**src/rtl/reu_dma_pkg.sv**
```systemverilog
// Shared definitions for the REU-style DMA initiator: state encoding, direction codes, defaults.
package reu_dma_pkg;

   localparam int unsigned RAMA_W_DEF     = 22;
   localparam int unsigned LEN_W_DEF      = 16;
   localparam int unsigned SETTLE_CYC_DEF = 3;
   localparam int unsigned SETTLE_W       = 8;

   localparam logic DIR_STASH = 1'b0;
   localparam logic DIR_FETCH = 1'b1;

   // BUSH is the single C8M hold cycle after the bus-cycle PHI2 falling edge
   typedef enum logic [3:0] {
      ST_IDLE = 4'd0,
      ST_ACQ  = 4'd1,
      ST_PREF = 4'd2,
      ST_BUSW = 4'd3,
      ST_BUSC = 4'd4,
      ST_BUSH = 4'd5,
      ST_RAMW = 4'd6,
      ST_NEXT = 4'd7,
      ST_REL  = 4'd8
   } state_t;

   // Bus is held (nDMA low, busy high) in every state except IDLE and REL
   function automatic logic is_busy_state(input state_t s);
      return (s != ST_IDLE) && (s != ST_REL);
   endfunction

endpackage

```
**src/rtl/reu_dma_phi2_sync.sv**
```systemverilog
// Brings PHI2 and BA into the C8M domain and produces 1-cycle PHI2 edge pulses.
module reu_dma_phi2_sync (
   input  logic i_clk,
   input  logic i_rst,
   input  logic i_phi2,
   input  logic i_ba,
   output logic o_phr,
   output logic o_phf,
   output logic o_ba
);

   logic [2:0] r_phi2_sh;
   logic [1:0] r_ba_sh;
   logic       r_phr;
   logic       r_phf;

   // Two-flop synchronizers plus one history flop for PHI2 edge detection
   always_ff @(posedge i_clk or posedge i_rst) begin
      if (i_rst) begin
         r_phi2_sh <= 3'b000;
         r_ba_sh   <= 2'b00;
         r_phr     <= 1'b0;
         r_phf     <= 1'b0;
      end else begin
         r_phi2_sh <= {r_phi2_sh[1:0], i_phi2};
         r_ba_sh   <= {r_ba_sh[0], i_ba};
         r_phr     <= r_phi2_sh[1] & ~r_phi2_sh[2];
         r_phf     <= ~r_phi2_sh[1] & r_phi2_sh[2];
      end
   end

   assign o_phr = r_phr;
   assign o_phf = r_phf;
   assign o_ba  = r_ba_sh[1];

endmodule

```
**src/rtl/reu_dma.sv**
```systemverilog
// C64 expansion-port bus-master DMA: moves len bytes between C64 memory and expansion RAM.
module reu_dma
   import reu_dma_pkg::*;
#(
   parameter int unsigned RAMA_W     = RAMA_W_DEF,
   parameter int unsigned LEN_W      = LEN_W_DEF,
   parameter int unsigned SETTLE_CYC = SETTLE_CYC_DEF
) (
   input  logic              C8M,
   input  logic              RESET,
   input  logic              PHI2,
   input  logic              BA,
   input  logic              start,
   input  logic              dir,
   input  logic [15:0]       c64_addr,
   input  logic [RAMA_W-1:0] ram_addr,
   input  logic [LEN_W-1:0]  len,
   output logic              busy,
   output logic              done,
   output logic              nDMA,
   output logic              nWEDMA,
   output logic [15:0]       A_out,
   output logic              A_oe,
   input  logic [7:0]        D_in,
   output logic [7:0]        D_out,
   output logic              D_oe,
   output logic              ram_req,
   output logic              ram_we,
   output logic [RAMA_W-1:0] ram_a,
   output logic [7:0]        ram_wd,
   input  logic [7:0]        ram_rd,
   input  logic              ram_ack
);

   logic w_phr;
   logic w_phf;
   logic w_ba;
   logic w_phf_eff;

   state_t r_state;
   state_t w_state_nxt;

   logic                r_dir;
   logic [15:0]         r_caddr;
   logic [RAMA_W-1:0]   r_raddr;
   logic [LEN_W-1:0]    r_cnt;
   logic [SETTLE_W-1:0] r_settle;

   logic       r_busy, r_done, r_ndma, r_nwedma, r_a_oe, r_d_oe, r_ram_req, r_ram_we;
   logic [7:0] r_d_out, r_ram_wd;
   logic       w_busy, w_done, w_ndma, w_nwedma, w_a_oe, w_d_oe, w_ram_req, w_ram_we;

   logic w_settle_last;
   logic w_cnt_last;

   reu_dma_phi2_sync u_sync (
      .i_clk  (C8M),
      .i_rst  (RESET),
      .i_phi2 (PHI2),
      .i_ba   (BA),
      .o_phr  (w_phr),
      .o_phf  (w_phf),
      .o_ba   (w_ba)
   );

   // A simultaneous rise/fall pair is a glitch and counts as a rising edge only
   assign w_phf_eff     = w_phf & ~w_phr;
   assign w_settle_last = (r_settle == SETTLE_W'(SETTLE_CYC - 1));
   assign w_cnt_last    = (r_cnt == LEN_W'(1));

   // State register
   always_ff @(posedge C8M or posedge RESET) begin
      if (RESET) begin
         r_state <= ST_IDLE;
      end else begin
         r_state <= w_state_nxt;
      end
   end

   // Next-state logic
   always_comb begin
      w_state_nxt = r_state;
      case (r_state)
         ST_IDLE: if (start) w_state_nxt = ST_ACQ;
         ST_ACQ:  if (w_phf_eff && w_settle_last)
                     w_state_nxt = (r_dir == DIR_FETCH) ? ST_PREF : ST_BUSW;
         ST_PREF: if (ram_ack) w_state_nxt = ST_BUSW;
         ST_BUSW: if (w_phr && w_ba) w_state_nxt = ST_BUSC;
         ST_BUSC: if (w_phf_eff) w_state_nxt = ST_BUSH;
         ST_BUSH: w_state_nxt = (r_dir == DIR_FETCH) ? ST_NEXT : ST_RAMW;
         ST_RAMW: if (ram_ack) w_state_nxt = ST_NEXT;
         ST_NEXT: begin
            if (w_cnt_last) w_state_nxt = ST_REL;
            else            w_state_nxt = (r_dir == DIR_FETCH) ? ST_PREF : ST_BUSW;
         end
         ST_REL:  w_state_nxt = ST_IDLE;
         default: w_state_nxt = ST_IDLE;
      endcase
   end

   // Output decode from the upcoming state so registered outputs line up with the state
   always_comb begin
      w_busy    = 1'b0;
      w_done    = 1'b0;
      w_ndma    = 1'b1;
      w_nwedma  = 1'b1;
      w_a_oe    = 1'b0;
      w_d_oe    = 1'b0;
      w_ram_req = 1'b0;
      w_ram_we  = 1'b0;
      w_busy    = is_busy_state(w_state_nxt);
      w_ndma    = ~w_busy;
      w_done    = (w_state_nxt == ST_REL);
      w_a_oe    = (w_state_nxt == ST_BUSC) || (w_state_nxt == ST_BUSH);
      w_d_oe    = w_a_oe && (r_dir == DIR_FETCH);
      w_nwedma  = ~w_d_oe;
      w_ram_req = (w_state_nxt == ST_PREF) || (w_state_nxt == ST_RAMW);
      w_ram_we  = (w_state_nxt == ST_RAMW);
   end

   // Output registers, transfer context and per-state datapath updates
   always_ff @(posedge C8M or posedge RESET) begin
      if (RESET) begin
         r_busy    <= 1'b0;
         r_done    <= 1'b0;
         r_ndma    <= 1'b1;
         r_nwedma  <= 1'b1;
         r_a_oe    <= 1'b0;
         r_d_oe    <= 1'b0;
         r_ram_req <= 1'b0;
         r_ram_we  <= 1'b0;
         r_d_out   <= 8'h00;
         r_ram_wd  <= 8'h00;
         r_dir     <= DIR_STASH;
         r_caddr   <= 16'h0000;
         r_raddr   <= '0;
         r_cnt     <= '0;
         r_settle  <= '0;
      end else begin
         r_busy    <= w_busy;
         r_done    <= w_done;
         r_ndma    <= w_ndma;
         r_nwedma  <= w_nwedma;
         r_a_oe    <= w_a_oe;
         r_d_oe    <= w_d_oe;
         r_ram_req <= w_ram_req;
         r_ram_we  <= w_ram_we;
         case (r_state)
            ST_IDLE: if (start) begin
               r_dir    <= dir;
               r_caddr  <= c64_addr;
               r_raddr  <= ram_addr;
               r_cnt    <= len;
               r_settle <= '0;
            end
            ST_ACQ:  if (w_phf_eff) r_settle <= r_settle + SETTLE_W'(1);
            ST_PREF: if (ram_ack) r_d_out <= ram_rd;
            ST_BUSC: if (w_phf_eff && (r_dir == DIR_STASH)) r_ram_wd <= D_in;
            ST_NEXT: begin
               r_caddr <= r_caddr + 16'd1;
               r_raddr <= r_raddr + RAMA_W'(1);
               r_cnt   <= r_cnt - LEN_W'(1);
            end
            default: ;
         endcase
      end
   end

   assign busy    = r_busy;
   assign done    = r_done;
   assign nDMA    = r_ndma;
   assign nWEDMA  = r_nwedma;
   assign A_out   = r_caddr;
   assign A_oe    = r_a_oe;
   assign D_out   = r_d_out;
   assign D_oe    = r_d_oe;
   assign ram_req = r_ram_req;
   assign ram_we  = r_ram_we;
   assign ram_a   = r_raddr;
   assign ram_wd  = r_ram_wd;

endmodule

```
**config.mk**
```make
export PLATFORM = sky130hd
export DESIGN_NAME = reu_dma
export DESIGN_NICKNAME = d
export VERILOG_FILES = /design/src/rtl/reu_dma_pkg.sv /design/src/rtl/reu_dma_phi2_sync.sv /design/src/rtl/reu_dma.sv
export SDC_FILE = /design/constraint.sdc
export NUM_CORES = 1
export LEC_CHECK = 0
export ABC_AREA = 1
export BUFFER_PORTS_ARGS = -buffer_cell sky130_fd_sc_hd__buf_2
export CAP_MARGIN = 10
export CORE_MARGIN = 8
export CORE_UTILIZATION = 58
export CTS_CLUSTER_DIAMETER = 60
export DETAILED_ROUTE_END_ITERATION = 6
export PLACE_DENSITY = 0.95
export SLEW_MARGIN = 20
export SYNTH_ARGS = -nofsm -noshare
export SYNTH_HDL_FRONTEND = slang
export SYNTH_HIERARCHICAL = 1
export SYNTH_SLANG_ARGS = --single-unit
```
**constraint.sdc**
```tcl
create_clock -name C8M -period 4.4 [get_ports C8M]
set_input_delay 0.44 -clock C8M [delete_from_list [all_inputs] [get_ports C8M]]
set_output_delay 0.44 -clock C8M [all_outputs]
set_load 0.05 [all_outputs]
```
==> run_results.csv, run 1 <==
group,metric,value,unit
status,outcome,"finished, final reports clean",
die,dieHeight,113,um
cts,cts_tree,"done",
min_path,hold_depth,1,
synth,synth_compound_area_frac,0.0934,
layout,drive_gt1_frac,0.220,
routing,wl_per_cell,14.8,um
synth,muxShareOfSynthArea,0.0329,
worst_setup_path,r2r_end,"A_out[12]$_DFFE_PP0P_",
cts,cts.path.max_buffers,2,
pwr,power_frac_comb,0.525,
layout,final_cells,971,
synth,synth_top_area_share,0.439,
layout,area_growth,17.3,%
synth,synth.net_count,805,
synth,syn_area_per_cell,7.59,um2
worst_setup_path,slowest_delay,0.48,ns
layout,final_nets,938,
die,die_area,12800,um2
synth,synthesis.area,5480,um2
timing,slew-limit-headroom,0.489,
placement,placed_cells,954,
synth,synth_xor_area_frac,0.0128,
worst_setup_path,r2r_slack,2.15,ns
worst_setup_path,end_kind,"register",
pwr,peakVddDrop,480,uV
flow_run,max_cap_violations,0,
min_path,hold_end,"u_sync/r_ba_sh[0]$_DFF_PP0_",
timing,finalHoldViolCount,0,
layout,final_cell_mix,"nand2_1 (205), buf_2 (138), nor2_1 (110)",
synth,synth_adder_area_share,0.0137,
worst_setup_path,cpLargestDelayFamily,"simple AND/OR/NAND/NOR gates",
cts,clk_pin_slew,0.10,ns
timing,skew,0.0124,ns
cts,cts_sinks,98,
routing,dr.pass1.iters,5,
synth,synthSimpleGateAreaFrac,0.326,
timing,fmax,444,MHz
timing,rsz0062_at_grt,"false",
timing,fin_crit,2.25,ns
global_route,grt_pass1_vias,5352,
timing,drv_slew,0,
worst_setup_path,required,4.67,ns
min_path,min_path_type,"input pin to register",
worst_setup_path,r2r.worst_path.cells,8,
pwr,p_clk_frac,0.134,
synth,yosysTopAreaCell,"dfrtp_1",
timing,fin_crit_sh,0.512,
die,fp-row-count,35,
synth,syn_inst,722,
routing,via_per_inst,5.56,
pwr,p_seq_frac,0.341,
pwr,p_per_area,756,nW/um2
timing,setup_tns,0,ns
worst_setup_path,path_cells,"nor2_1 -> nand3_2 -> buf_4 -> nand2_2 -> inv_2 -> nor2_1 -> nand2_1 -> o21ai_0",
placement,gp_congestion,0.936,
layout,fill_cells,754,
worst_setup_path,critPathKind,"register to register",
synth,synth_top_family_by_area,"simple AND/OR/NAND/NOR gates",
cts,cts.htree.levels,3,
pwr,p_switching,2600,uW
routing,initialDrtViolationCount,341,
timing,setup_viol,0,
global_route,antenna_found_initial,0,
pwr,intPower,2260,uW
worst_setup_path,r2r_start,"r_state[0]$_DFF_PP0_",
worst_setup_path,cp.arrival,2.52,ns
worst_setup_path,startpoint_type,"register",
placement,hpwl,10700,um
routing,drc,0,
global_route,grt_use_total,0.229,
die,core_area,9200,um2
worst_setup_path,cp_slowest_cell,"nand2_2",
cts,insertion_delay,0.36,ns
layout,mostFrequentLayoutCell,"nand2_1",
timing,tightest_slew,0.767,ns
synth,synthTopCellsByArea,"dfrtp_1 (44%), nand2_1 (14%), nor2_1 (7.5%)",
layout,n_antenna_cell,0,
worst_setup_path,crit_top_cell,"nor2_1",
die,die_w,113,um
min_path,min_from,"BA",
global_route,grt-ovfl-total,0,
die,start_util,0.596,
synth,ys.warnings.count,6,
global_route,grt_max_degree,65,
die,io-pin-count,139,
global_route,grt_pass1_wl,24300,um
routing,num_vias,5394,
placement,numPortBuffers,138,
worst_setup_path,cp_max_fo,32,
pwr,switching_share,0.536,
synth,ys_seq_elements,98,
cts,clockRootBuffer,"clkbuf_8",
synth,yosysUniqueCellTypes,38,
cts,cts_made_buffers,9,
synth,seq_area_frac_synth,0.448,
pwr,p_leak,0.00318,uW
worst_setup_path,crit_buf_inv,2,
routing,routed_wl,14400,um
routing,ant_nets,0,
-- logic make-up after synthesis --
family / after synthesis
AND/OR/NAND/NOR: 420
flip-flops: 98
buffers and inverters: 92
AO/OA/AOI/OAI: 82
multiplexers: 16
XOR/XNOR: 8
adder cells (fa/ha/maj): 6
-- power by group through the flow --
stage / clock, uW / combinational [uW] / sequential, uW
after floorplan: 0 / 1100 / 2480
after global placement: 0 / 2490 / 1650
after detailed placement: 0 / 2550 / 1660
after CTS: 657 / 2560 / 1650
after global routing: 693 / 2790 / 1710
final: 653 / 2550 / 1660
-- Yosys cell counts (all sizes together) --
library cell and count:
ha 6, o31ai 2, nor3 10, buf 17
a31oi 4, o311ai 2, mux2 16, nor2 115
dfrtp 96, xnor2 1, nand4 13, o21a 1
o22ai 6, a211oi 4, xor2 7, a21oi 10
nand3 69, inv 73, nand3b 5, nand2 208
o21ai 29, dfstp 2, o211ai 24, clkbuf 2
-- how the worst max path moves through the flow --
stage / from / depth (start not counted) / end
after floorplan: RESET / 1 / A_oe$_DFF_PP0_
after global placement: start / 8 / A_out[12]$_DFFE_PP0P_
after detailed placement: start / 8 / A_out[12]$_DFFE_PP0P_
after CTS: r_state[0]$_DFF_PP0_ / 8 / A_out[12]$_DFFE_PP0P_
after global routing: r_state[0]$_DFF_PP0_ / 8 / ram_a[11]$_DFFE_PP0P_
final: r_state[0]$_DFF_PP0_ / 8 / A_out[12]$_DFFE_PP0P_
-- registers in the layout, indices dropped and copies added (netlist names), 3 cells and up --
signal and count:
A_out 16, D_out 8, r_cnt 16, r_settle 8, r_state 4, ram_a 22
ram_wd 8, u_sync/r_phi2_sh 3
-- per-stage QoR --
step / instance area (um2) / power, uW / setup WS, ns / hold slack [ns] / util
after CTS: 6420 / 4860 / 2.14 / 0.174 / 0.699
after global placement: 6200 / 4130 / 2.27 / 0.335 / 0.674
after global routing: 6430 / 5190 / 1.91 / 0.166 / 0.699
final: 6430 / 4860 / 2.15 / 0.190 / 0.699
after detailed placement: 6200 / 4210 / 2.19 / 0.340 / 0.674
after floorplan: 5480 / 3580 / 1.60 / 0.243 / -
-- cell type report --
type | count | area, um2 | area share
clock buffer | 11 | 131 | 0.0204
clock inverter | 5 | 86.3 | 0.0134
inverter | 73 | 279 | 0.0434
multi-input combinational | 532 | 2620 | 0.408
sequential | 98 | 2450 | 0.382
tap | 111 | 139 | 0.0216
timing repair buffer | 141 | 716 | 0.111
-- layer usage --
metal  vias up  global-route usage  part of all wire
met4         0              0.0693             0.019
met5         -                   0                 0
li1       2628                   -                 -
met1      2474               0.283              0.42
met2       263               0.385              0.47
met3        29              0.0602             0.089
-- repair_timing --
item / CTS / global route
hold buffers: 1 / 0
hold endpoints to repair: 7 / 0
gates resized for setup: 0 / 0
setup buffers: 0 / 0
No activity file was read; power rests on OpenSTA's default activity.
==> run 2, diff against run 1 <==
- ABC_AREA: 1 -> 0
- CORE_UTILIZATION: 58 -> 52
- PLACE_DENSITY: 0.95 -> 0.9
- clock period: 4.4 -> 2.35 ns (I/O delays scaled with it)
==> run 2 against run 1 <==
Sequential share of layout area increased by 2.8 points. Non-clock buffer count increased by 11. Synthesized area decreased by 10%.
==> run_results.csv, run 2 <==
group,metric,value,unit
routing,num_vias,4438,
worst_setup_path,crit_buf_inv,2,
synth,synth_top_flop_cell,"dfrtp_1",
min_path,min_path_type,"input pin to register",
worst_setup_path,critPathKind,"register to register",
synth,synthesis.area,4920,um2
pwr,p_per_area,1440,nW/um2
die,core_area,9200,um2
synth,yosysUniqueCellTypes,66,
global_route,grt_max_degree,48,
die,die_w,113,um
placement,numPortBuffers,138,
synth,synth-async-reset-ratio,1.00,
worst_setup_path,path_cells,"and4b_1 -> buf_4 -> buf_4 -> nand4_1 -> o311ai_0 -> nand3_1",
timing,fmax,463,MHz
pwr,power,8630,uW
worst_setup_path,startpoint_type,"register",
worst_setup_path,cpLargestDelayFamily,"simple AND/OR/NAND/NOR gates",
worst_setup_path,cp.arrival,2.38,ns
die,io-pin-count,139,
timing,tightest_slew,0.780,ns
pwr,p_leak,0.00279,uW
cts,cts_tree,"done",
timing,fin_crit_sh,0.918,
cts,clk_pin_slew,0.10,ns
cts,clockRootBuffer,"clkbuf_8",
layout,mostFrequentLayoutCell,"buf_2",
global_route,grt_pass1_vias,4538,
global_route,grt_use_total,0.205,
worst_setup_path,end_kind,"register",
placement,gp_congestion,0.872,
layout,fill_cells,744,
worst_setup_path,startpoint,"r_state[2]$_DFF_PP0_",
worst_setup_path,crit_top_cell,"buf_4",
timing,setup_tns,0,ns
die,fp-row-count,35,
min_path,min_from,"c64_addr[9]",
routing,dr.pass1.iters,5,
timing,drv_slew,0,
routing,initialDrtViolationCount,398,
synth,synthTopCellsByCount,"dfrtp_1 (96), nor2_1 (54), nand2_1 (45)",
cts,cts.htree.levels,3,
worst_setup_path,r2r_slack,0.19,ns
cts,ctsResizeCount,0,
layout,final_nets,704,
die,dieHeight,113,um
pwr,p_seq_frac,0.368,
synth,seq_area_frac_synth,0.498,
timing,rsz0062_at_grt,"false",
pwr,switching_share,0.501,
timing,finalHoldViolCount,0,
synth,synth_most_common_cell,"dfrtp_1",
synth,synth_edf_count,0,
status,outcome,"finished, final reports clean",
layout,area_growth,21.4,%
worst_setup_path,cp_max_fo,14,
synth,ys.warnings.count,6,
layout,largest_register_ffs,22,
layout,drive_gt1_frac,0.321,
synth,syn_inst,482,
timing,skew,0.0190,ns
cts,cts_sinks,98,
die,die_area,12800,um2
routing,via_per_inst,6.02,
layout,n_antenna_cell,0,
synth,syn_area_per_cell,10.2,um2
global_route,grt_pass1_wl,21800,um
routing,wl_per_cell,17.9,um
die,start_util,0.536,
pwr,peakVddDrop,643,uV
layout,final_cell_mix,"buf_2 (138), dfrtp_1 (96), nor2_1 (54)",
flow_run,max_cap_violations,0,
placement,hpwl,9920,um
routing,routed_wl,13200,um
synth,ys_seq_elements,98,
pwr,power_frac_comb,0.492,
routing,ant_nets,0,
synth,synth_top_area_share,0.488,
cts,cts.path.max_buffers,2,
global_route,grt-ovfl-total,0,
cts,cts_made_buffers,9,
pwr,intPower,4310,uW
synth,synthTopCellsByArea,"dfrtp_1 (49%), nor2_1 (4.1%), mux2_2 (3.9%)",
worst_setup_path,cp_slowest_cell,"dfrtp_1",
pwr,p_switching,4320,uW
worst_setup_path,required,2.57,ns
timing,setup_viol,0,
worst_setup_path,slowest_delay,0.58,ns
cts,insertion_delay,0.36,ns
global_route,antenna_found_initial,0,
routing,drc,0,
timing,slew-limit-headroom,0.479,
synth,yosysTopAreaCell,"dfrtp_1",
pwr,p_clk_frac,0.141,
worst_setup_path,r2r_start,"r_state[2]$_DFF_PP0_",
timing,fin_crit,2.16,ns
synth,synth.net_count,565,
## run 2: cell count changes in the layout (fill, tap and decap cells not counted), sizes merged, moves of 9 or more
cell	delta
a211oi	+15
a21oi	+11
a311oi	+9
and3	+15
buf	+9
inv	-68
nand2	-163
nand3	-39
nor2	-61
nor3	+11
o211ai	-11
o21ai	-21
## run 2: metal layers
| layer | GRT usage | up-vias | routed length, um |
|---|---|---|---|
| met1 | 0.258 | 2151 | 5480 |
| met2 | 0.343 | 178 | 6650 |
| met3 | 0.0335 | 24 | 758 |
| met4 | 0.0799 | 0 | 293 |
| li1 | - | 2085 | - |
| met5 | 0 | - | 0 |
## run 2: metrics by stage
step,area (um2),utilization,hold WS [ns],std cells,setup WS (ns)
finish,5980,0.650,0.0840,737,0.192
global route,5980,0.650,0.0788,737,0.0120
global placement,5730,0.623,0.189,718,0.316
floorplan,4930,-,0.0384,482,0.241
CTS,5980,0.650,0.0768,737,0.208
detailed placement,5730,0.623,0.210,718,0.203
## run 2: cell families after synthesis
kind of cell    after synthesis  share of synthesized area
flops                        98                      0.498
mux                          18                     0.0409
fa+ha+maj                     6                     0.0152
buf+inv                      33                     0.0348
compound gates              100                      0.153
simple gates                220                      0.245
xor+xnor                      7                     0.0124
## run 2: power by group through the flow
stage,Clock (uW),Sequential [uW],Combinational [uW]
final,1220,3170,4240
after global routing,1280,3280,4550
after CTS,1220,3150,4260
after detailed placement,0,3180,4240
after global placement,0,3120,4130
after floorplan,0,4500,1800
## run 2: timing repair
item                                   CTS  global route
hold buffers                             3             0
endpoints found under the hold margin    9             0
buffers inserted                         0             0
## run 2: path summary, 6_finish.rpt
kind	end	cells after the start
max in group asynchronous	r_cnt[7]$_DFFE_PP0P_	4
max	r_cnt[10]$_DFFE_PP0P_	6
min in group asynchronous	u_sync/r_phi2_sh[0]$_DFF_PP0_	3
min reg2reg	u_sync/r_phi2_sh[1]$_DFF_PP0_	0
max reg2reg	r_cnt[10]$_DFFE_PP0P_	6
min	A_out[9]$_DFFE_PP0P_	2
## run 2: area by class of cell
class | count | area, um2 | area share
timing repair buffer | 152 | 828 | 0.138
multi-input combinational | 351 | 2300 | 0.385
tap | 111 | 139 | 0.0232
inverter | 9 | 37.5 | 0.00628
sequential | 98 | 2450 | 0.410
clock buffer | 12 | 145 | 0.0243
clock inverter | 4 | 76.3 | 0.0128
